$ cat config.mk
export PLATFORM = sky130hd
export DESIGN_NAME = prog_loader
export DESIGN_NICKNAME = d
export VERILOG_FILES = /design/src/rtl/prog_loader.sv
export SDC_FILE = /design/constraint.sdc
export NUM_CORES = 1
export LEC_CHECK = 0
export ABC_AREA = 0
export BUFFER_PORTS_ARGS = -buffer_cell sky130_fd_sc_hd__buf_2
export CORE_MARGIN = 1.5
export CORE_UTILIZATION = 58
export CTS_CLUSTER_SIZE = 28
export DETAILED_ROUTE_END_ITERATION = 10
export GPL_TIMING_DRIVEN = 1
export PLACE_DENSITY = 0.77
export SLEW_MARGIN = 20
export SYNTH_ARGS = -nofsm -noshare
export SYNTH_HDL_FRONTEND = slang
export SYNTH_SLANG_ARGS = --single-unit
export TNS_END_PERCENT = 20
$ cat constraint.sdc
create_clock -name clk -period 2.5 [get_ports clk]
set_input_delay 0.5 -clock clk [delete_from_list [all_inputs] [get_ports clk]]
set_output_delay 0.5 -clock clk [all_outputs]
set_load 0.02 [all_outputs]
$ cat src/rtl/prog_loader.sv
// Program loader: receives a byte stream (16-bit word count, little-endian
// instruction words, XOR checksum), writes the words sequentially into
// instruction memory from address 0, and holds the core in reset until the
// whole image has been written and its checksum matches.
`timescale 1ns / 1ps

module prog_loader #(
  parameter int unsigned ADDR_WIDTH = 5,
  parameter int unsigned DEPTH      = 32
) (
  input  logic                  clk,
  input  logic                  rst,
  input  logic                  in_valid,
  input  logic [7:0]            in_data,
  output logic                  in_ready,
  output logic                  imem_we,
  output logic [ADDR_WIDTH-1:0] imem_addr,
  output logic [31:0]           imem_wdata,
  output logic                  cpu_hold,
  output logic                  done,
  output logic                  error
);

  typedef enum logic [2:0] {
    StHdr0,
    StHdr1,
    StData,
    StChk,
    StDone,
    StErr
  } state_e;

  state_e                state_q, state_d;
  logic [1:0]            byte_idx_q, byte_idx_d;
  logic [15:0]           word_cnt_q, word_cnt_d;
  logic [15:0]           n_q, n_d;
  logic [7:0]            cnt_lo_q, cnt_lo_d;
  // Only the three low lanes need storage; the 4th byte goes straight into the write data.
  logic [23:0]           asm_q, asm_d;
  logic [7:0]            chk_q, chk_d;
  logic                  we_q, we_d;
  logic [ADDR_WIDTH-1:0] addr_q, addr_d;
  logic [31:0]           wdata_q, wdata_d;

  logic                  xfer;
  logic [15:0]           n_full;

  // Handshake readiness is a pure function of state.
  always_comb begin
    in_ready = (state_q == StHdr0) || (state_q == StHdr1) ||
               (state_q == StData) || (state_q == StChk);
  end

  // Next-state logic: header decode, word assembly, checksum and write strobe.
  always_comb begin
    state_d    = state_q;
    byte_idx_d = byte_idx_q;
    word_cnt_d = word_cnt_q;
    n_d        = n_q;
    cnt_lo_d   = cnt_lo_q;
    asm_d      = asm_q;
    chk_d      = chk_q;
    we_d       = 1'b0;
    addr_d     = addr_q;
    wdata_d    = wdata_q;
    xfer       = in_valid && in_ready;
    n_full     = {in_data, cnt_lo_q};

    unique case (state_q)
      StHdr0: begin
        if (xfer) begin
          cnt_lo_d = in_data;
          state_d  = StHdr1;
        end
      end
      StHdr1: begin
        if (xfer) begin
          n_d = n_full;
          if (32'(n_full) > DEPTH) begin
            state_d = StErr;
          end else if (n_full == 16'd0) begin
            state_d = StChk;
          end else begin
            state_d = StData;
          end
        end
      end
      StData: begin
        if (xfer) begin
          chk_d      = chk_q ^ in_data;
          byte_idx_d = byte_idx_q + 2'd1;
          unique case (byte_idx_q)
            2'd0: asm_d[7:0]   = in_data;
            2'd1: asm_d[15:8]  = in_data;
            2'd2: asm_d[23:16] = in_data;
            2'd3: begin
              we_d       = 1'b1;
              addr_d     = word_cnt_q[ADDR_WIDTH-1:0];
              wdata_d    = {in_data, asm_q};
              word_cnt_d = word_cnt_q + 16'd1;
              if (word_cnt_q == n_q - 16'd1) begin
                state_d = StChk;
              end
            end
          endcase
        end
      end
      StChk: begin
        if (xfer) begin
          state_d = (in_data == chk_q) ? StDone : StErr;
        end
      end
      StDone: state_d = StDone;
      StErr:  state_d = StErr;
      default: state_d = StErr;
    endcase
  end

  // State register with synchronous reset; a partial word is simply dropped.
  always_ff @(posedge clk) begin
    if (rst) begin
      state_q    <= StHdr0;
      byte_idx_q <= 2'd0;
      word_cnt_q <= 16'd0;
      n_q        <= 16'd0;
      cnt_lo_q   <= 8'd0;
      asm_q      <= 24'd0;
      chk_q      <= 8'd0;
      we_q       <= 1'b0;
      addr_q     <= '0;
      wdata_q    <= 32'd0;
    end else begin
      state_q    <= state_d;
      byte_idx_q <= byte_idx_d;
      word_cnt_q <= word_cnt_d;
      n_q        <= n_d;
      cnt_lo_q   <= cnt_lo_d;
      asm_q      <= asm_d;
      chk_q      <= chk_d;
      we_q       <= we_d;
      addr_q     <= addr_d;
      wdata_q    <= wdata_d;
    end
  end

  // Status outputs; the core is released only once the image is verified.
  always_comb begin
    imem_we    = we_q;
    imem_addr  = addr_q;
    imem_wdata = wdata_q;
    done       = (state_q == StDone);
    error      = (state_q == StErr);
    cpu_hold   = (state_q != StDone);
  end

endmodule

==> results of run 1 <==
per-stage QoR:
stage / area [um2] / worst slack (ps) / hold slack (ps) / util [%] / power (mW)
CTS: 5890 / 231 / 331 / 71.3 / 4.71
global placement: 5260 / 476 / 439 / 63.7 / 2.16
finish: 5890 / 187 / 343 / 71.3 / 4.70
floorplan: 4980 / 585 / 432 / - / 2.11
detailed placement: 5260 / 344 / 444 / 63.7 / 2.17
global route: 5890 / 98.6 / 343 / 71.3 / 4.81
routing by layer:
metal / vias up / track usage (%)
li1: 2181 / -
met1: 2105 / 33.6
met2: 128 / 46.5
met3: 26 / 6.00
met4: 0 / 10.0
met5: - / 0
worst max-delay path, delay by kind of cell, from the launching register on:
kind | cells | cell delay [ps]
DFF | 1 | 460
and+or+nand+nor | 1 | 430
buffers and inverters | 3 | 400
cell type report:
class	count	area (um2)	share of cell area, %
Timing Repair Buffer	60	335	5.69
Sequential cell	115	2300	39.1
Tap cell	105	131	2.23
Clock buffer	18	428	7.26
Clock inverter	14	200	3.40
Inverter	9	33.8	0.573
Multi-Input combinational cell	467	2460	41.8
flip-flops by register name, indices dropped and copies added (netlist names):
name        cells
word_cnt_q     16
imem_wdata     32
byte_idx_q      2
asm_q          24
state_q         3
imem_we         1
cnt_lo_q        8
imem_addr       5
chk_q           8
n_q            16
worst max-delay path by stage:
stage | end | slack, ps | depth (start not counted)
CTS | done | 230 | 4
detailed placement | state_q[0] | 340 | 7
finish | done | 190 | 4
floorplan | state_q[0] | 590 | 8
global route | state_q[0] | 100 | 7
global placement | state_q[0] | 480 | 7
cells in the mapped netlist (all sizes together):
master / n
a2111oi: 1
a211o: 1
a21o: 2
a21oi: 94
a221oi: 1
a31oi: 5
a32oi: 1
a41oi: 1
and2: 3
and3: 5
and4: 2
and4bb: 1
buf: 3
clkbuf: 45
dfxtp: 115
ha: 6
inv: 9
mux2i: 2
nand2: 173
nand2b: 2
nand3: 34
nand3b: 1
nand4: 5
nor2: 41
nor3: 7
nor3b: 1
nor4: 8
nor4b: 1
o211ai: 2
o21ai: 9
o21bai: 1
or2: 1
or3: 5
or4: 2
xnor2: 26
xor2: 23
power by group:
group / total (mW) / switching (mW) / internal (mW)
Sequential: 1.88 / 0.0298 / 1.85
Clock: 2.56 / 0.902 / 1.66
Combinational: 0.253 / 0.158 / 0.0954
Total: 4.70 / 1.09 / 3.61
cells in the final DEF, fill, tap and decap left out, types with 3 or more instances in the layout:
| cell | instances |
|---|---|
| or3_1 | 5 |
| nand3_1 | 34 |
| nand2_1 | 172 |
| xnor2_1 | 26 |
| ha_1 | 6 |
| inv_1 | 9 |
| nand4_1 | 5 |
| dfxtp_1 | 115 |
| clkbuf_16 | 16 |
| o21ai_0 | 9 |
| nor2_1 | 41 |
| a31oi_1 | 5 |
| a21oi_1 | 94 |
| buf_2 | 51 |
| nor3_1 | 6 |
| bufinv_16 | 4 |
| and3_1 | 5 |
| xor2_1 | 23 |
| buf_4 | 8 |
| nor4_1 | 7 |
| inv_6 | 3 |
logic make-up (layout without fill, tap and decap cells):
logic type,Yosys count,after routing,share of synthesized area (%)
mux,2,2,0.402
compound gates,118,118,12.7
xor+xnor,49,49,8.61
fa+ha+maj,6,6,1.51
buf+inv,57,101,4.47
simple gates,292,292,26.1
flops,115,115,46.2
==> results.md, run 1 <==
- Status: finished clean
- WP data required: 2000 ps
- R2R Setup Slk: 340 ps
- Clk_lat worst skew: 520 ps
- Number of antenna-violating nets in the routed design: 0
- Setup repair bufs after CTS: 0
- CTS tree: built
- Hold Violations, Final: 0
- Synth warn: 0
- Total grt overflow: 0
- Rel. slew slack: 61.1%
- CP Class: flop to output pin
- Clk sinks: 115
- Worst-path clk slew: 60 ps
- Clk root buf: clkbuf_8
- DIE AREA: 9160 um2
- Startpoint types: flop
- PortBufs: 52
- Crit path launch: state_q[2]
- ANT cells: 0
- Antenna violations before repair: 0
- Initial Utilization: 60.4%
- Maxcap violations: 0
- Die height: 95.7 um
- Fill cell count: 695
- WL met3: 660 um
- Crit-path slowest cell: dfxtp_1
- Fmax achieved: 0.432 GHz
- Cell variety after synth: 42
- Hold Buf Count CTS: 0
- Non-filler instance count after layout: 788
- Crit-path max FO: 7
- Share of layout cells above drive strength 1: 14.9%
- Vias in the first global route: 4,169
- Maximum root-to-sink buffer count: 2
- Nets: 687
- WL met2: 5.77 mm
- R2R Path End: state_q[0]
- Final setup vio count: 0
- Hold path startpoint: in_data[4]
- Tmin final: 2310 ps
- PwrDens: 798 nW/um2
- VDD IR max: 0.467 mV
- TNS Setup: 0 ps
- Leak: 2.22 nW
- Reg2reg path depth: 7
- Post-Route WL: 11.8 mm
- Max Transition Viols Final: 0
- Synth top area cells: dfxtp_1, nand2_1, a21oi_1
- # rows: 33
- Hold path cells: 3
- Routability Congestion: 0.882
- Pre-antenna DRT Iters: 5
- Max stage delay on crit path: 460 ps
- Area Growth Syn to Fin: 18.2%
- Final Cycle Share: 92.5%
- Core Area: 8260 um2
- Hold path endpoint: cnt_lo_q[4]
- Register bit total from synthesis: 115
- Seq/Total Area, Yosys: 46.2%
- Die width: 95.7 um
- WL met1: 5.13 mm
- # IOs: 53
- Syn Area/Cell: 7.80 um2
- Top cell by count, worst path: inv_1
- Total GRT Usage: 27.3%
- RSZ-0062 raised after global routing: no
- Post-DR vias/cell: 5.63
- Worst setup EP type: output pin
- WL/cell: 15.0 um
- Routed via count: 4,440
- WP data arrival: 1810 ps
- Top cell type's share of synthesized area: 46.2%
- Mapped cell area: 4980 um2
- Reg2reg start: n_q[2]
- First-pass GRT wire length: 19.3 mm
- Largest net degree at the start of global routing: 55
- Initial DRC count: 375
- Cell count after synthesis: 639
- Least-Margin Pin Slew: 584 ps
- Syn Nets: 656
- CTS Buf Count: 17
- Worst clock skew: 9.16 ps
- Top Layer Used: met4
- H-tree depth: 4
- Synth area leader: dfxtp_1
- Placed insts: 756
- Detail Placement HPWL: 7.60 mm
- Hold Crit Class: input pin to flop
- DRC: 0
- Gates resized, CTS repair: 0
- Crit-path cells: inv_1 -> or3_1 -> inv_1 -> buf_2
(Power assumes the default switching activity.)
==> inputs of run 2 (changes only) <==
CTS_BUF_LIST = sky130_fd_sc_hd__clkbuf_16   (was default)
==> run 2 against run 1 <==
Effect of this change:
- global-route usage unchanged
- maximum frequency up 6.0%
- die area unchanged
- critical endpoint unchanged
- critical path depth unchanged
- critical path type unchanged
- worst hold slack better by 110 ps
- design area about the same
- count of clock-buffer cells in the layout down 1
- final cell count unchanged
==> results.md, run 2 (synthesized netlist as in run 1, its figures left out) <==
- Status: finished clean
- Crit-path slowest cell: dfxtp_1
- Fmax achieved: 0.458 GHz
- Clk_lat worst skew: 410 ps
- WP data arrival: 1680 ps
- Maxcap violations: 0
- Most common cell after layout, fill and taps aside: nand2_1
- Total GRT Usage: 27.3%
- Clk sinks: 115
- Core Area: 8260 um2
- DIE AREA: 9160 um2
- Die width: 95.7 um
- Vias in the first global route: 4,194
- Most frequent cells in the layout: nand2_1, dfxtp_1, a21oi_1
- CTS Buf Count: 17
- Top cell by count, worst path: inv_1
- H-tree depth: 4
- Hold Violations, Final: 0
- Hold Crit Class: flop to flop
- Crit path buf inv count: 3
- Number of antenna-violating nets in the routed design: 0
- Worst clock skew: 9.52 ps
- CP Class: flop to output pin
- # rows: 33
- Initial Utilization: 60.4%
- Detail Placement HPWL: 7.60 mm
- Startpoint types: flop
- Pre-antenna DRT Iters: 5
- Routability Congestion: 0.882
- Post-Route WL: 11.7 mm
- DRC: 0
- PwrDens: 799 nW/um2
- Worst-path clk slew: 50 ps
- VDD IR max: 0.469 mV
- Hold Buf Count CTS: 0
- PortBufs: 52
- Antenna violations before repair: 0
- Number of flip-flops under the largest register name: 32
- Total grt overflow: 0
- Routed via count: 4,456
- CP top delay family: flip-flops
- Area Growth Syn to Fin: 18.2%
- Clk root buf: clkbuf_16
- Post-layout util: 71.3%
- Non-filler instance count after layout: 788
- Post-DR vias/cell: 5.65
- ANT cells: 0
- Crit-path max FO: 7
- Least-Margin Pin Slew: 587 ps
- Leak: 2.22 nW
- Final WS setup: 318 ps
- WP data required: 2000 ps
- Maximum root-to-sink buffer count: 2
- First-pass GRT wire length: 19.3 mm
- TNS Setup: 0 ps
- Tmin final: 2180 ps
- WL/cell: 14.9 um
- Gates resized, CTS repair: 0
- RSZ-0062 raised after global routing: no
- Max stage delay on crit path: 460 ps
- Die height: 95.7 um
- Worst setup EP type: output pin
- Final Cycle Share: 87.3%
- Share of layout cells above drive strength 1: 14.8%
- Final setup vio count: 0
- Max Transition Viols Final: 0
- Rel. slew slack: 60.9%
- Setup repair bufs after CTS: 0
- Largest net degree at the start of global routing: 55
- Initial DRC count: 351
- CTS tree: built
- Hold WS: 449 ps
- Pre-CTS setup slack: 344 ps
- # IOs: 53
- Placed insts: 756
- R2R Setup Slk: 330 ps
- Crit-path cells: inv_1 -> or3_1 -> inv_1 -> buf_2
- Nets: 687
==> run 2: cell types whose count changed in the layout (fill, tap and decap cells not counted) <==
cell	change
clkbuf_16	+1
clkinv_1	+1
clkbuf_8	-2
==> run 2: final cells by class <==
class,instances,area (um2)
clock inverter,15,204
inverter,9,33.8
clock buffer,17,425
fill,695,2370
multi-input combinational,467,2460
tap,105,131
sequential,115,2300
timing repair buffer,60,335
==> run 2: per-stage QoR <==
| step | power [mW] | instance area, um2 |
|---|---|---|
| 2_1_floorplan | 2.11 | 4980 |
| 3_3_place_gp | 2.16 | 5260 |
| 3_5_place_dp | 2.17 | 5260 |
| 4_1_cts | 4.73 | 5890 |
| 5_1_grt | 4.83 | 5890 |
| 6_report | 4.71 | 5890 |
==> run 2: worst paths after layout <==
path | from | endpoint | cells after the start
min | imem_wdata[8] | imem_wdata[8] | 2
max | state_q[2] | done | 4
max reg2reg | n_q[2] | state_q[0] | 7
min reg2reg | imem_wdata[8] | imem_wdata[8] | 2
==> run 2: worst min-delay path, cell delays in order (launching register included) <==
cell	delay (ps)
dfxtp_1	300
nand2_1	50
a21oi_1	50
==> run 2: metal layers <==
metal | track usage, % | routed length [um]
met5 | 0 | 0
met2 | 46.7 | 5850
met4 | 9.56 | 123
met3 | 6.40 | 755
met1 | 33.4 | 5000
==> run 2: power by group <==
part | internal [mW] | leakage [nW] | switching, mW | total, mW
Clock | 1.68 | 0.304 | 0.895 | 2.57
Sequential | 1.85 | 0.928 | 0.0296 | 1.88
Combinational | 0.0955 | 0.989 | 0.158 | 0.253
Total | 3.63 | 2.22 | 1.08 | 4.71
==> inputs of run 3 (changes only) <==
ABC_AREA = default   (was 0)
RECOVER_POWER = 25   (was default)
==> run 3 against run 2 <==
Effect of this change:
- power is essentially flat
- setup slack lost 7.8 ps
- die area stayed put
- highest routed layer unchanged
- clock power about the same
- sequential share of layout area is 0.32 points higher
- flip-flop and latch count is the same
- critical path depth unchanged
- utilization shrank 0.58 points
- via count is 0.56% lower
- clock skew decreased by 0.88 ps
- design area down 0.81%
==> results.md, run 3 (synthesized netlist as in run 1, its figures left out) <==
- Most frequent cells in the layout: nand2_1, dfxtp_1, a21oi_1
- P_int: 3.63 mW
- Die height: 95.7 um
- Max stage delay on crit path: 450 ps
- Clk sinks: 115
- ANT cells: 0
- CP Class: flop to output pin
- Top cell by count, worst path: inv_1
- Maxcap violations: 0
- TNS Setup: 0 ps
- RSZ-0062 raised after global routing: no
- Worst clock skew: 8.63 ps
- WL/cell: 14.9 um
- PwrDens: 806 nW/um2
- Comb power frac: 5.4%
- Area Growth Syn to Fin: 17.2%
- Total GRT Usage: 27.3%
- WP data arrival: 1690 ps
- DIE AREA: 9160 um2
- Startpoint types: flop
- Routed via count: 4,431
- Fmax achieved: 0.457 GHz
- Antenna violations before repair: 0
- DRC: 0
- Worst setup EP type: output pin
- Sw frac: 23.0%
- Worst-path clk slew: 50 ps
- Total grt overflow: 0
- Crit-path max FO: 7
- Initial DRC count: 338
- Clk network pwr share: 54.6%
- Final setup vio count: 0
- Routability Congestion: 0.882
- Pre-antenna DRT Iters: 5
- CTS Buf Count: 17
- Dpl cell area: 5260 um2
- Status: finished clean
- Rel. slew slack: 61.3%
- Vias in the first global route: 4,194
- Nets: 687
- Maximum root-to-sink buffer count: 2
- First-pass GRT wire length: 19.3 mm
- Clk_lat worst skew: 410 ps
- H-tree depth: 4
- Core Area: 8260 um2
- # rows: 33
- Gates resized, CTS repair: 0
- Final Cell Area: 5840 um2
- Die width: 95.7 um
- Largest net degree at the start of global routing: 55
- Hold Buf Count CTS: 0
- Post-Route WL: 11.7 mm
- Switch Pwr: 1.08 mW
- Max Transition Viols Final: 0
- Least-Margin Pin Slew: 581 ps
- Most common cell after layout, fill and taps aside: nand2_1
- Post-DR vias/cell: 5.62
- Crit-path cells: inv_1 -> or3_1 -> inv_1 -> buf_2
- Number of flip-flops under the largest register name: 32
- Number of antenna-violating nets in the routed design: 0
- Share of layout cells above drive strength 1: 9.08%
- Crit-path slowest cell: dfxtp_1
- Detail Placement HPWL: 7.60 mm
- Final Cycle Share: 87.6%
- WP data required: 2000 ps
- Tmin final: 2190 ps
- Flop pwr share: 40.0%
- Hold Violations, Final: 0
- CTS tree: built
- Hold Crit Class: flop to flop
- VDD IR max: 0.469 mV
- # IOs: 53
- Leak: 2.06 nW
- PortBufs: 52
- Clk root buf: clkbuf_16
- Setup repair bufs after CTS: 0
- Initial Utilization: 60.4%
==> run 3: cell types whose count changed in the layout (fill, tap and decap cells not counted) <==
cell / change
and4bb_1: +1
and4bb_2: -1
buf_2: -38
clkbuf_1: +38
==> run 3: layer usage <==
metal,up-vias,wire length [um],GRT usage [%]
li1,2184,-,-
met1,2120,5100,33.4
met2,112,5860,46.7
met3,15,644,6.40
met4,0,136,9.56
met5,-,0,0
==> run 3: final timing paths <==
path	from	to	slack, ps	cells after the start
max	state_q[2]	done	310	4
min	asm_q[5]	imem_wdata[5]	450	2
max reg2reg	n_q[2]	state_q[0]	330	7
min reg2reg	asm_q[5]	imem_wdata[5]	450	2
==> run 3: power by group through the flow <==
| stage | sequential (mW) | combinational [mW] | clock, mW |
|---|---|---|---|
| 2_1_floorplan | 1.91 | 0.197 | 0 |
| 3_3_place_gp | 1.92 | 0.240 | 0 |
| 3_5_place_dp | 1.92 | 0.248 | 0 |
| 4_1_cts | 1.88 | 0.251 | 2.60 |
| 5_1_grt | 1.89 | 0.275 | 2.67 |
| 6_report | 1.88 | 0.254 | 2.57 |
==> run 3: metrics by stage <==
step | setup slack (ps) | util (%) | instances | power [mW] | hold WS [ps]
detailed placement | 344 | 63.7 | 756 | 2.17 | 444
finish | 310 | 70.8 | 788 | 4.71 | 452
global placement | 476 | 63.7 | 756 | 2.16 | 439
floorplan | 585 | - | 639 | 2.11 | 432
CTS | 324 | 71.3 | 788 | 4.73 | 444
global route | 90.7 | 70.8 | 788 | 4.83 | 454
==> run 3: critical path, delay by kind of cell, from the launching register on <==
family                 cells  cell delay [ps]
buffers and inverters      3              400
flip-flops                 1              450
AND/OR/NAND/NOR            1              430
==> run 3: area by class of cell <==
| type | count | area [um2] |
|---|---|---|
| multi-input combinational | 467 | 2460 |
| fill | 711 | 2410 |
| sequential | 115 | 2300 |
| clock buffer | 17 | 425 |
| timing repair buffer | 60 | 288 |
| clock inverter | 15 | 204 |
| tap | 105 | 131 |
| inverter | 9 | 33.8 |
